[src/rtl/control_sequencer.sv]
// Hardwired fetch/decode/execute control unit driving the ALU system control inputs.
// Optional illegal-opcode trap enabled by defining CU_ILLEGAL_TRAP_EN.
module control_sequencer #(
    parameter int ZFLAG_BIT = 3
) (
    input  logic        Clock,
    input  logic        Reset,
    input  logic [15:0] IRIn,
    input  logic [3:0]  FlagsIn,
    output logic [2:0]  RF_OutASel,
    output logic [2:0]  RF_OutBSel,
    output logic [2:0]  RF_FunSel,
    output logic [3:0]  RF_RegSel,
    output logic [3:0]  RF_ScrSel,
    output logic [4:0]  ALU_FunSel,
    output logic        ALU_WF,
    output logic [1:0]  ARF_OutCSel,
    output logic [1:0]  ARF_OutDSel,
    output logic [1:0]  ARF_FunSel,
    output logic [2:0]  ARF_RegSel,
    output logic        IR_LH,
    output logic        IR_Write,
    output logic        Mem_CS,
    output logic        Mem_WR,
    output logic [1:0]  MuxASel,
    output logic [1:0]  MuxBSel,
    output logic [1:0]  MuxCSel,
    output logic        MuxDSel,
    output logic        DR_E,
    output logic [1:0]  DR_FunSel,
    output logic        Halted,
    output logic        Illegal
);

    // state   | meaning
    // FETCH0  | read low instruction byte at PC, PC++
    // FETCH1  | read high instruction byte at PC, PC++
    // EXEC    | decode IR and issue one cycle of control
    // HALT    | absorbing stop state, left only by Reset
    typedef enum logic [1:0] {
        S_FETCH0 = 2'd0,
        S_FETCH1 = 2'd1,
        S_EXEC   = 2'd2,
        S_HALT   = 2'd3
    } state_t;

    state_t      state;
    state_t      state_next;
    logic [5:0]  opcode;
    logic        zflag;
    logic        branch;
    logic        alu_op;
    logic        unused_inputs;

    assign opcode        = IRIn[15:10];
    assign zflag         = FlagsIn[ZFLAG_BIT];
    assign unused_inputs = ^{IRIn[3:0], FlagsIn};

    always_ff @(posedge Clock) begin
        if (Reset) begin
            state <= S_FETCH0;
        end else begin
            state <= state_next;
        end
    end

`ifdef CU_ILLEGAL_TRAP_EN
    logic illegal_q;
    logic illegal_set;

    // Sticky until Reset so software/debug can see why the core stopped.
    always_ff @(posedge Clock) begin
        if (Reset) begin
            illegal_q <= 1'b0;
        end else if (illegal_set) begin
            illegal_q <= 1'b1;
        end
    end

    assign Illegal = illegal_q & ~Reset;
`else
    assign Illegal = 1'b0;
`endif

    always_comb begin
        state_next  = state;
        RF_OutASel  = 3'b000;
        RF_OutBSel  = 3'b000;
        RF_FunSel   = 3'b000;
        RF_RegSel   = 4'b0000;
        RF_ScrSel   = 4'b0000;
        ALU_FunSel  = 5'b00000;
        ALU_WF      = 1'b0;
        ARF_OutCSel = 2'b00;
        ARF_OutDSel = 2'b00;
        ARF_FunSel  = 2'b00;
        ARF_RegSel  = 3'b000;
        IR_LH       = 1'b0;
        IR_Write    = 1'b0;
        Mem_CS      = 1'b1;
        Mem_WR      = 1'b0;
        MuxASel     = 2'b00;
        MuxBSel     = 2'b00;
        MuxCSel     = 2'b00;
        MuxDSel     = 1'b0;
        DR_E        = 1'b0;
        DR_FunSel   = 2'b00;
        Halted      = 1'b0;
        branch      = 1'b0;
        alu_op      = 1'b0;
`ifdef CU_ILLEGAL_TRAP_EN
        illegal_set = 1'b0;
`endif

        // Reset forces idle outputs so an abandoned fetch/exec writes nothing.
        if (!Reset) begin
            case (state)
                S_FETCH0, S_FETCH1: begin
                    ARF_OutDSel = 2'b00;
                    Mem_CS      = 1'b0;
                    Mem_WR      = 1'b0;
                    IR_Write    = 1'b1;
                    IR_LH       = (state == S_FETCH1);
                    ARF_RegSel  = 3'b100;
                    ARF_FunSel  = 2'b01;
                    state_next  = (state == S_FETCH0) ? S_FETCH1 : S_EXEC;
                end
                S_EXEC: begin
                    state_next = S_FETCH0;
                    case (opcode)
                        6'h00: ;
                        6'h01: branch = 1'b1;
                        6'h02: branch = ~zflag;
                        6'h03: branch = zflag;
                        6'h04: begin
                            MuxASel   = 2'b11;
                            RF_FunSel = 3'b010;
                            RF_RegSel = 4'b1000 >> IRIn[9:8];
                        end
                        6'h05: begin alu_op = 1'b1; ALU_FunSel = 5'b10100; end
                        6'h06: begin alu_op = 1'b1; ALU_FunSel = 5'b10110; end
                        6'h07: begin alu_op = 1'b1; ALU_FunSel = 5'b10111; end
                        6'h08: begin alu_op = 1'b1; ALU_FunSel = 5'b11000; end
                        6'h09: begin alu_op = 1'b1; ALU_FunSel = 5'b11001; end
                        6'h0A: state_next = S_HALT;
                        default: begin
`ifdef CU_ILLEGAL_TRAP_EN
                            state_next  = S_HALT;
                            illegal_set = 1'b1;
`endif
                        end
                    endcase
                    if (branch) begin
                        MuxBSel    = 2'b11;
                        ARF_RegSel = 3'b100;
                        ARF_FunSel = 2'b10;
                    end
                    if (alu_op) begin
                        RF_OutASel = {1'b0, IRIn[7:6]};
                        RF_OutBSel = {1'b0, IRIn[5:4]};
                        MuxASel    = 2'b00;
                        RF_FunSel  = 3'b010;
                        RF_RegSel  = 4'b1000 >> IRIn[9:8];
                        ALU_WF     = 1'b1;
                    end
                end
                S_HALT: Halted = 1'b1;
                default: state_next = S_FETCH0;
            endcase
        end
    end

endmodule
[config.mk]
export PLATFORM = sky130hd
export DESIGN_NAME = control_sequencer
export DESIGN_NICKNAME = d
export VERILOG_FILES = /design/src/rtl/control_sequencer.sv
export SDC_FILE = /design/constraint.sdc
export NUM_CORES = 1
export LEC_CHECK = 0
export ABC_AREA = 1
export CORE_MARGIN = 3
export CORE_UTILIZATION = 28
export CTS_BUF_LIST = sky130_fd_sc_hd__clkbuf_8
export CTS_CLUSTER_DIAMETER = 80
export CTS_CLUSTER_SIZE = 14
export DETAILED_ROUTE_END_ITERATION = 8
export PLACE_DENSITY = 0.87
export SLEW_MARGIN = 0
export SYNTH_ARGS = -nofsm -noshare
export SYNTH_HDL_FRONTEND = slang
export SYNTH_SLANG_ARGS = --single-unit
export TNS_END_PERCENT = 1
[constraint.sdc]
create_clock -name Clock -period 1.9 [get_ports Clock]
set_clock_uncertainty 0.1 [all_clocks]
set_input_delay 0.19 -clock Clock [delete_from_list [all_inputs] [get_ports Clock]]
set_output_delay 0.19 -clock Clock [all_outputs]
set_load 0.02 [all_outputs]
; Word-level counts from Yosys, hierarchy flattened
; Index checks and enable logic that the tools add are counted.
[op_classes]
n_mux = 50
n_reduce_logical = 4
eq_ne = 13
n_bitwise = 1
n_shift = 1
[ops]
columns = op, n
row1 = $mux W2, 18
row2 = $pmux W5 S5, 1
row3 = $eq A6 B3 Y1 const B, 4
row4 = $eq A6 B4 Y1 const B, 3
row5 = $mux W1, 16
row6 = $mux W4, 4
row7 = $mux W3, 5
row8 = $eq A6 B2 Y1 const B, 2
row9 = $mux W5, 2
row10 = $pmux W2 S2, 2
row11 = $eq A6 B1 Y1 const B, 1
row12 = $pmux W3 S2, 1
row13 = $reduce_or A5 Y1, 1
row14 = $eq A2 B2 Y1 const B, 2
row15 = $shr A4 B2 Y4 const A, 1
row16 = $pmux W1 S3, 1
row17 = $eq A2 B1 Y1 const B, 1
row18 = $logic_not A2 Y1, 1
row19 = $reduce_bool A2 Y1, 1
row20 = $reduce_or A2 Y1, 1
row21 = $not A1 Y1, 1
[totals]
ff_bits = 2

; Depth between registers and ports, before layout
; Gate-level depths: netlist (run 1).
[logic_depth]
ltp_word = 8
mapped_depth = 7
depth_no_buf = 6

; Worst setup path before layout (run 1)
; No wires, ideal clock.
[synth_timing]
path_type = flip-flop to output port
from = reg state[0]
to = out MuxASel[1]
path_slack_ps = 376
stages_incl_launch_ff = 7
arrival_time_ps = 1234
path_buffers = 1
path_cell_list = dfxtp_1 > inv_1 > nand3_2 > nor2_4 > nand2_1 > nor2_1 > buf_4
[synth_via]
elab_chain_len = 3
[synth_rtl]
columns = item, line_no
row1 = start: declaration, 47  ; state_t state;
row2 = start signal: assignment, 63  ; state <= state_next;
row3 = $eq A2 B2 Y1, 117  ; case (state)
row4 = $mux W2, 117
row5 = $mux W2, 116  ; if (!Reset) begin
row6 = end: declaration, 25  ; output logic [1:0] MuxASel,
; Every way passes these cells.

; Worst setup path after layout (run 1)
[layout_timing]
from = in IRIn[12]
to = out MuxASel[0]
[layout_via]
elab_chain_len = 8
elab_cells_between_ends = 14
classes_between = 6 x eq/ne / 7 x mux / 1 x reduce/logical
[layout_rtl]
columns = item, line_no
row1 = start: declaration, 8  ; input logic [15:0] IRIn,
row2 = $eq A6 B4 Y1 / $eq A6 B3 Y1 (equally long branches), 130  ; case (opcode)
row3 = $reduce_or A5 Y1 (no source line), n/a
row4 = $mux W1, 130
row5 = $mux W1, 117
row6 = $mux W1, 116
row7 = $mux W2 *, 158  ; if (alu_op) begin
row8 = $mux W2 *, 117
row9 = $mux W2 *, 116
; Mark *: on every way between the ends. The rest lies on a longest branch, timed or not. The select of a mux whose other input is x is not followed.

==> flow_metrics.env, run 1 <==
export IMPL_drc=0
export IMPL_final_nets=166
export IMPL_regArea_um2=40.0
export IMPL_port_buffers=40
export IMPL_ios=70
export IMPL_ys_warn_count=0
export IMPL_synth_most_common_cell="buf_4"
export IMPL_clockPowerShare_pct=45.1
export IMPL_netlist_area_um2=561
export IMPL_grt_ovfl_total=0
export IMPL_max_freq_mhz=530
export IMPL_die_height_um=50.7
export IMPL_largest_reg_flops=2
export IMPL_post_dp_cell_area_um2=928
export IMPL_seqPwrFrac_pct=13.5
export IMPL_hold_class="flip-flop to flip-flop"
export IMPL_finalSetupTns_ps=0
export IMPL_multi_input_area_um2=352
export IMPL_end_kind="output port"
export IMPL_status="finished, final reports clean"
export IMPL_grt_pass1_wl_um=2240
export IMPL_place_gp_congestion=0.782
export IMPL_post_place_ws_ps=-320
export IMPL_crit_type="input pin to output port"
export IMPL_synthTopCellsByArea="buf_4, inv_1, nor2_1, nand2_1, dfxtp_1"
export IMPL_insertedDiodeCount=0
export IMPL_cts_sinks=2
export IMPL_synth_top_area_cell="buf_4"
export IMPL_power_frac_comb_pct=41.4
export IMPL_intPower_uw=240
export IMPL_cp_startpoint="IRIn[12]"
export IMPL_postRouteAntennaNets=0
export IMPL_hold_ws_ps=414
export IMPL_yosys_register_bits=2
export IMPL_worstPathArrival_ps=1600
export IMPL_grt_max_degree=7
export IMPL_hold_violations=0
export IMPL_p_leak_nw=0.564
export IMPL_clk_pin_slew_ps=30
export IMPL_drive_above_1_share_pct=21.1
export IMPL_grt_pass1_vias=532
export IMPL_hp_start="state[0]"
export IMPL_dr_total_vias=657
export IMPL_synth_common_cells="buf_4, inv_1, nor2_1"
export IMPL_r2r_start="state[1]"
export IMPL_core_um2=1800
export IMPL_largest_register="state"
export IMPL_clock_latency_ps=210
export IMPL_dp_cells=164
export IMPL_ys_types=18
export IMPL_powerDensity_nw_per_um2=403
export IMPL_cap_violations=0
export IMPL_tritoncts="built"
export IMPL_hold_depth=2
export IMPL_top_regs="state x2"
export IMPL_synth_top_area_share_pct=33.5
export IMPL_regToRegSetupSlack_ps=990
export IMPL_synth_edff_count=0
export IMPL_initial_utilization_pct=31.1
export IMPL_swShare_pct=35.4
export IMPL_slew_violations=0
export IMPL_antenna_found_initial=0
export IMPL_track_usage_pct=11.7
export IMPL_cp_required_ps=1610
export IMPL_max_vdd_ir_drop_v=0.000258
export IMPL_cts_buffers=3
export IMPL_path_max_fanout=3
export IMPL_cts_buffer_depth=2
export IMPL_r2r_end="state[0]"
export IMPL_setup_viol=0
export IMPL_grt_setup_unrepaired="true"
export IMPL_synth_seq_area_share_pct=7.14
export IMPL_cts_htree_levels=1
export IMPL_area_growth_pct=64.5
export IMPL_ys_async_sr_fraction_pct=0
export IMPL_drt_iter0_markers=3
export IMPL_avgViaCountPerCell=3.93
export IMPL_design_area_um2=922
export IMPL_period_share_pct=99.3
export IMPL_cp_start_kind="input pin"
export IMPL_reg2regPathDepth=3
export IMPL_die_area_um2=2570
export IMPL_drt_wl_total_um=1530
export IMPL_holdPathEnd="state[1]"
export IMPL_dp_final_hpwl_um=1330
export IMPL_rows=15
export IMPL_synth_avg_cell_area_um2=5.78
export IMPL_synth_ff_type="dfxtp_1"
export IMPL_fin_crit_ps=1890
export IMPL_root_buffer="clkbuf_8"
export IMPL_instances_no_fill=167
export IMPL_wl_per_cell_um=9.17
export IMPL_die_w_um=50.7
export IMPL_drt_pre_antenna_iters=6
export IMPL_fill_cells=180
export IMPL_synthCells=97
export IMPL_switching_power_uw=131
export IMPL_fin_ws_ps=13.9
## critical path, stage by stage
cell and delay [ps]:
clkdlybuf4s50_1 500, inv_1 70, nor2_1 120, buf_4 140, nand2_1 60, nor2_1 160
dlygate4sd2_1 360
## cells by family after synthesis
kind of cell | count (synthesis) | share of synthesized area, %
compound gates | 8 | 10.0
buf+inv | 43 | 45.5
flops | 2 | 7.14
other cells | 1 | 0.669
simple gates | 43 | 36.6
## stage by stage
stage / util, % / total power [mW]
floorplan: - / 0.171
global placement: 51.5 / 0.203
detailed placement: 51.5 / 0.206
CTS: 53.1 / 0.376
global route: 51.2 / 0.394
finish: 51.2 / 0.371
## layout make-up
type                       instances  share of cell area (%)
clock buffer                       3                    4.48
inverter                          18                    7.33
multi-input combinational         73                    38.1
sequential                         2                    4.34
tap                               25                    3.39
timing repair buffer              46                    42.3
## layer usage
layer  GRT usage [%]  vias to the layer above  share of wire (%)  routed length (um)
li1                -                      343                  -                   -
met1            11.8                      276                 35                 530
met2            20.4                       34                 53                 812
met3            1.78                        4                9.6                 147
met4            10.8                        0                2.7                  42
met5               0                        -                  0                   0
## power groups by stage
stage,clock network (mW),registers [mW],logic (mW)
2_1_floorplan,0,0.0499,0.121
3_3_place_gp,0,0.0503,0.152
3_5_place_dp,0,0.0507,0.155
4_1_cts,0.173,0.0502,0.153
5_1_grt,0.177,0.0508,0.166
6_report,0.167,0.0502,0.154
## cell usage in the layout (no fill, tap or decap), drive strengths merged
cell type / netlist / layout
nor3: 6 / 6
o21ai: 1 / 1
nand4: 2 / 2
dlymetal6s2s: 0 / 2
dfxtp: 2 / 2
o211ai: 1 / 1
inv: 18 / 18
dlygate4sd2: 0 / 10
clkbuf: 0 / 10
a21oi: 2 / 2
a21boi: 4 / 4
nand3: 4 / 4
conb: 1 / 22
nand3b: 1 / 1
clkdlybuf4s50: 0 / 16
buf: 25 / 9
clkdlybuf4s15: 0 / 2
nor2: 18 / 18
nand2: 12 / 12
## worst max-delay path by stage
stage	endpoint	slack, ps	cells after the start
3_3_place_gp	RF_OutASel[1]	-280	6
4_1_cts	MuxASel[1]	10	7
3_5_place_dp	RF_OutASel[1]	-320	6
5_1_grt	MuxASel[1]	-60	7
6_report	MuxASel[0]	10	7
2_1_floorplan	MuxASel[1]	380	6
## timing repair
item / CTS / global route
hold buffers: 0 / 0
buffers inserted: 0 / 0
endpoints found under the setup margin: 22 / 15
pin swaps: 0 / 1
gates resized for setup: 34 / 24
hold endpoints to repair: 0 / 0
No activity file was read; power rests on OpenSTA's default activity.
==> run 2: changes to the inputs <==
CORE_ASPECT_RATIO = 0.7   (was default)
==> run 2 against run 1 <==
Net effect: sequential share of layout area down 0.081 points; global-route usage up 1.1 points; utilization increased by 3.2 points; count of clock-buffer cells in the layout unchanged; setup slack got worse by 5.3 ps; power grew 0.56%; combinational power is 5% higher; clock power decreased by 4%; first-iteration DRC count increased to 5.3 times the previous value; hold slack better by 8.6 ps; register-to-register slack about the same; critical path type unchanged; highest routed layer unchanged.
==> flow_metrics.env, run 2 (synthesized netlist as in run 1, its figures left out) <==
export IMPL_status="finished, final reports clean"
export IMPL_final_cell_mix="conb_1, clkdlybuf4s50_1, inv_1"
export IMPL_cts_htree_levels=1
export IMPL_wl_per_cell_um=10.1
export IMPL_tritoncts="built"
export IMPL_drive_above_1_share_pct=28.1
export IMPL_critPathBufInv=3
export IMPL_ios=70
export IMPL_grt_pass1_wl_um=2630
export IMPL_grt_pass1_vias=652
export IMPL_setup_viol=0
export IMPL_grt_max_degree=7
export IMPL_end_kind="output port"
export IMPL_max_vdd_ir_drop_v=0.000335
export IMPL_track_usage_pct=12.8
export IMPL_p_leak_nw=0.551
export IMPL_met3_usage_pct=3.87
export IMPL_path_delay_family="buffers and inverters"
export IMPL_root_buffer="clkbuf_8"
export IMPL_crit_path_cell_trace="clkdlybuf4s50_1 > inv_1 > nand2_1 > nor2_2 > nand2_2 > a21boi_1 > clkdlybuf4s15_2"
export IMPL_dp_final_hpwl_um=1540
export IMPL_drt_wl_total_um=1690
export IMPL_top_regs="state x2"
export IMPL_insertedDiodeCount=0
export IMPL_final_common_cell="conb_1"
export IMPL_fin_ws_ps=8.61
export IMPL_cts_resized=38
export IMPL_dp_cells=164
export IMPL_cts_sinks=2
export IMPL_regToRegSetupSlack_ps=980
export IMPL_fill_cells=165
export IMPL_postRouteAntennaNets=0
export IMPL_core_um2=1730
export IMPL_cts_setup_buffers=0
export IMPL_antenna_found_initial=0
export IMPL_drt_pre_antenna_iters=4
export IMPL_largest_register="state"
export IMPL_final_nets=170
export IMPL_rows=12
export IMPL_place_gp_congestion=0.776
export IMPL_powerDensity_nw_per_um2=397
export IMPL_avgViaCountPerCell=4.07
export IMPL_grt_setup_unrepaired="true"
export IMPL_dr_total_vias=679
export IMPL_port_buffers=40
export IMPL_cp_slowest_stage_delay_ps=460
export IMPL_path_max_fanout=6
export IMPL_grt_busiest_layer="met2"
export IMPL_hold_class="flip-flop to flip-flop"
export IMPL_crit_type="input pin to output port"
export IMPL_hold_violations=0
export IMPL_cts_buffers=3
export IMPL_fin_crit_ps=1890
export IMPL_post_place_ws_ps=-387
export IMPL_holdBufCountCts=0
export IMPL_instances_no_fill=167
export IMPL_largest_reg_flops=2
export IMPL_worstPathArrival_ps=1600
export IMPL_met1_usage_pct=13.1
export IMPL_drc=0
export IMPL_area_growth_pct=67.6
export IMPL_cap_violations=0
export IMPL_max_freq_mhz=529
export IMPL_die_area_um2=2580
export IMPL_initial_utilization_pct=32.5
export IMPL_die_height_um=43.4
export IMPL_clk_pin_slew_ps=30
export IMPL_die_w_um=59.5
export IMPL_cp_required_ps=1610
export IMPL_crit_slowest_cell="clkdlybuf4s50_1"
export IMPL_grtUsageMet2_pct=22.7
export IMPL_drt_iter0_markers=16
export IMPL_cp_start_kind="input pin"
export IMPL_clock_latency_ps=210
export IMPL_period_share_pct=99.5
export IMPL_slew_violations=0
export IMPL_cts_buffer_depth=2
export IMPL_grt_ovfl_total=0
==> run 2: metal layers <==
| layer | routed length (um) | up-vias |
|---|---|---|
| met5 | 0 | - |
| met4 | 22 | 0 |
| met3 | 159 | 2 |
| met2 | 929 | 28 |
| met1 | 581 | 299 |
| li1 | - | 350 |
==> run 2: where the power goes <==
group	switching [mW]	internal (mW)	total, mW
clock network	0.0272	0.133	0.161
logic	0.0977	0.0645	0.162
registers	0.00408	0.0463	0.0504
total	0.129	0.244	0.373
==> run 2: final timing paths <==
kind,startpoint,endpoint,cells after the start
worst max-delay path,IRIn[12],RF_OutASel[1],7
worst min register to register,state[0],state[1],2
worst min-delay path,state[0],state[1],2
worst max register to register,state[1],state[0],3
==> run 2: worst register-to-register path, cell delays in order (launching register included) <==
cell	delay [ps]
dfxtp_1	380
inv_1	100
nor2_1	130
a21oi_1	90
==> run 2: cell type report <==
type | instances | area (um^2) | share of cell area (%)
inverters | 18 | 67.6 | 7.19
repair buffers | 50 | 415 | 44.2
flip-flops and latches | 2 | 40.0 | 4.26
clock buffers | 3 | 41.3 | 4.39
well taps | 21 | 26.3 | 2.80
multi-input cells | 73 | 349 | 37.2
==> run 2: through the flow <==
step | cell area, um^2 | power (mW) | TNS (ps) | util, % | hold WS, ps
2_1_floorplan | 639 | 0.171 | 0 | - | 162
3_3_place_gp | 953 | 0.209 | -4630 | 55.2 | 405
3_5_place_dp | 953 | 0.214 | -6210 | 55.2 | 421
4_1_cts | 991 | 0.377 | -189 | 57.4 | 427
5_1_grt | 940 | 0.402 | -458 | 54.4 | 482
6_report | 940 | 0.373 | 0 | 54.4 | 422
==> run 3: changes to the inputs <==
GPL_TIMING_DRIVEN = 0   (was default)
==> run 3 against run 2 <==
Net effect: critical path depth unchanged; highest routed layer unchanged; critical endpoint is now RF_OutBSel[0]; critical path type unchanged; setup slack better by 6.7 ps; combinational power up 14%.
==> flow_metrics.env, run 3 (synthesized netlist as in run 1, its figures left out) <==
export IMPL_status="finished, final reports clean"
export IMPL_path_max_fanout=6
export IMPL_setup_viol=0
export IMPL_grt_ovfl_total=0
export IMPL_slew_violations=0
export IMPL_dp_final_hpwl_um=1700
export IMPL_final_nets=185
export IMPL_hold_class="input pin to flip-flop"
export IMPL_grt_setup_unrepaired="true"
export IMPL_dp_cells=179
export IMPL_p_leak_nw=0.669
export IMPL_instances_no_fill=182
export IMPL_die_w_um=59.5
export IMPL_crit_slowest_cell="clkdlybuf4s50_1"
export IMPL_end_kind="output port"
export IMPL_wl_per_cell_um=11.1
export IMPL_ios=70
export IMPL_grt_pass1_vias=672
export IMPL_tritoncts="built"
export IMPL_critPathBufInv=3
export IMPL_drt_wl_total_um=2020
export IMPL_drt_iter0_markers=24
export IMPL_grt_pass1_wl_um=2990
export IMPL_clk_pin_slew_ps=30
export IMPL_max_freq_mhz=531
export IMPL_place_gp_congestion=0.768
export IMPL_avgViaCountPerCell=4.14
export IMPL_core_um2=1730
export IMPL_fin_crit_ps=1880
export IMPL_antenna_found_initial=0
export IMPL_area_growth_pct=87.1
export IMPL_drc=0
export IMPL_period_share_pct=99.2
export IMPL_rows=12
export IMPL_fin_ws_ps=15.3
export IMPL_die_area_um2=2580
export IMPL_top_regs="state x2"
export IMPL_cts_setup_buffers=0
export IMPL_clock_latency_ps=220
export IMPL_final_cell_mix="buf_4, conb_1, inv_1"
export IMPL_final_common_cell="buf_4"
export IMPL_grt_max_degree=8
export IMPL_insertedDiodeCount=0
export IMPL_cts_htree_levels=1
export IMPL_post_place_ws_ps=-472
export IMPL_path_delay_family="buffers and inverters"
export IMPL_powerDensity_nw_per_um2=395
export IMPL_die_height_um=43.4
export IMPL_initial_utilization_pct=32.5
export IMPL_drt_pre_antenna_iters=4
export IMPL_largest_register="state"
export IMPL_cpMostUsedCell="nor2_4"
export IMPL_cts_buffer_depth=2
export IMPL_root_buffer="clkbuf_8"
export IMPL_worstPathArrival_ps=1590
export IMPL_track_usage_pct=15.3
export IMPL_postRouteAntennaNets=0
export IMPL_regToRegSetupSlack_ps=940
export IMPL_cts_buffers=3
export IMPL_cp_start_kind="input pin"
export IMPL_port_buffers=40
export IMPL_cp_slowest_stage_delay_ps=440
export IMPL_cp_required_ps=1610
export IMPL_crit_path_cell_trace="clkdlybuf4s50_1 > nor2_4 > inv_2 > nor2_4 > nand2_2 > a21boi_1 > clkdlybuf4s15_2"
export IMPL_dr_total_vias=754
export IMPL_hold_violations=0
export IMPL_crit_type="input pin to output port"
export IMPL_max_vdd_ir_drop_v=0.000389
export IMPL_cap_violations=0
export IMPL_cts_sinks=2
export IMPL_largest_reg_flops=2
export IMPL_drive_above_1_share_pct=32.9
run 3: where the power goes:
group / leakage (nW) / internal, mW / switching, mW
clock network: 0.0216 / 0.135 / 0.0432
logic: 0.630 / 0.0821 / 0.103
registers: 0.0166 / 0.0463 / 0.00439
total: 0.669 / 0.263 / 0.151
run 3: stage by stage:
stage	TNS, ps	hold slack, ps	util, %	instance area (um^2)	total power [mW]
6_report	0	350	60.7	1050	0.414
5_1_grt	-206	366	60.7	1050	0.435
3_5_place_dp	-7370	457	61.7	1070	0.235
4_1_cts	0	340	62.9	1090	0.416
2_1_floorplan	0	162	-	639	0.171
3_3_place_gp	-6230	406	61.7	1070	0.229
run 3: path summary, 6_finish.rpt:
kind | cells after the start | end | startpoint
min | 2 | state[1] | Reset
min reg2reg | 2 | state[1] | state[0]
max | 7 | RF_OutBSel[0] | IRIn[15]
max reg2reg | 3 | state[0] | state[1]
run 3: timing repair:
item,CTS,global route
pin swaps,1,0
gates resized for setup,54,18
setup endpoints to repair,22,19
gates cloned,0,0
hold buffers,0,0
run 3: per-layer routing:
metal,global-route usage [%],up-vias,wire [um]
met5,0,-,0
met4,7.69,0,37
met3,4.76,4,234
met2,30.1,41,1130
met1,13.8,328,613
li1,-,381,-
run 3: area by class of cell:
cell class                 count  area (um^2)
multi-input combinational     73          347
buffer                        25          188
timing repair buffer          40          339
fill                         181          678
inverter                      18         67.6
clock buffer                   3         41.3
sequential                     2         40.0
tap                           21         26.3
==> patch (settings of run 3) <==
The option `CU_ILLEGAL_TRAP_EN` is turned on by a define.
--- a/src/rtl/control_sequencer.sv
+++ b/src/rtl/control_sequencer.sv
@@ -1,4 +1,6 @@
 // Hardwired fetch/decode/execute control unit driving the ALU system control inputs.
 // Optional illegal-opcode trap enabled by defining CU_ILLEGAL_TRAP_EN.
+`define CU_ILLEGAL_TRAP_EN
+
 module control_sequencer #(
     parameter int ZFLAG_BIT = 3
Formal check against the unedited RTL: not equivalent (a bounded check fails within 4 cycles, from zero or initial values and one cycle with Reset high).
==> patch against run 3 <==
- combinational power increased by 29%
- sequential cell count increased by 1
- wire length increased by 0.35%
- final cell count increased by 12%
- critical path depth increased by 2
- sequential power increased by 69%
- area after synthesis increased by 11%
- register-to-register slack got worse by 0.12 ns
- sequential share of layout area increased by 1.4 points
- power increased by 23%
- highest routed layer unchanged
- largest power group unchanged
- setup slack improved by 0.043 ns
- final area increased by 11%
- clock power increased by 3%
==> patch: results (changes against run 3) <==
[run_status]
run_status = finished, final reports clean  ; unchanged

[worst_hold_path]
holdPathEnd = illegal_q$_SDFFE_PP0P_  ; was state[1]$_SDFFE_PP0N_
min-delay-start = illegal_q$_SDFFE_PP0P_  ; was Reset
min-delay-path-class = flop to flop  ; was input port to flop

[setup_path]
critical_path_peak_fanout = 5  ; was 6
reg2reg_setup_slack_ns = 0.82  ; was 0.94 ns
critPathCapture = RF_RegSel[0]  ; was RF_OutBSel[0]
crit_arrival_ns = 1.55  ; was 1.59 ns

[clock_tree]
clock-sinks = 3  ; was 2

[yosys]
synth.yosys.seq_area_share_pct = 9.68  ; was 7.14%
synthTopCellsByCount = sky130_fd_sc_hd__buf_4, sky130_fd_sc_hd__inv_1, sky130_fd_sc_hd__nor2_1  ; unchanged
synth_area_per_cell_um2 = 5.85  ; was 5.78 um2

[layout]
final_net_count = 196  ; was 185
num-fill-cells = 194  ; was 181
num-nonclk-inverters = 19  ; was 18
layout.non_clock_buffers = 67  ; was 65
multi_input_gates = 80  ; was 73
reg_top3 = state: 2 flops, illegal_q: 1 flops  ; was state: 2 flops

[drt]
met1Wirelength_um = 775  ; was 613 um
total_met3_wirelength_after_detailed_routing_um = 174  ; was 234 um
initialDrtViolationCount = 7  ; was 24
route.final.wire_length_um = 2030  ; was 2020 um

[pwr]
vdd_ir_drop_max_v = 0.000320  ; was 0.000389 V

[placed_design]
port_buffers = 41  ; was 40
place.gp.congestion = 0.781  ; was 0.768

patch: cell types whose count changed in the layout (fill, tap and decap cells not counted), moves of 4 or more:
cell / delta
sky130_fd_sc_hd__a21boi_1: -4
sky130_fd_sc_hd__nor3_1: -6
sky130_fd_sc_hd__a21boi_0: +4
sky130_fd_sc_hd__buf_4: +5
patch: power by group through the flow:
stage	logic [uW]	registers, uW	clock network (uW)
finish	239	85.8	184
CTS	232	84.8	185
global route	255	86.6	188
floorplan	148	83.8	0
detailed placement	224	85.7	0
global placement	221	85.0	0
patch: worst register-to-register path, cell delays in order, from the launching register on:
cell                      delay (ns)
sky130_fd_sc_hd__dfxtp_1        0.32
sky130_fd_sc_hd__inv_1          0.11
sky130_fd_sc_hd__nand2_2        0.07
sky130_fd_sc_hd__nor2_4         0.13
sky130_fd_sc_hd__nand2_1        0.10
sky130_fd_sc_hd__nor2_1         0.09
sky130_fd_sc_hd__nand2_1        0.05
sky130_fd_sc_hd__nand2_1        0.05
patch: kinds of logic (layout without fill, tap and decap cells):
logic type      after synthesis  after routing  share of synthesized area (%)
xor+xnor                      1              1                           1.41
compound gates                9              9                           8.87
flops                         3              3                           9.68
simple gates                 49             49                           38.9
buf+inv                      43             90                           40.5
other cells                   1             21                          0.604
patch: what timing repair did:
item,4_1_cts,5_1_grt
buffers inserted,2,0
gates resized for setup,66,25
pin swaps,1,0
endpoints found under the setup margin,23,20
patch: through the flow:
| step | hold WS (ns) | worst slack [ns] | total power [uW] |
|---|---|---|---|
| 2_1_floorplan | 0.159 | 0.111 | 232 |
| 3_3_place_gp | 0.346 | -0.439 | 306 |
| 3_5_place_dp | 0.350 | -0.488 | 309 |
| 4_1_cts | 0.359 | 0.00423 | 502 |
| 5_1_grt | 0.371 | -0.0267 | 530 |
| 6_report | 0.357 | 0.0583 | 509 |
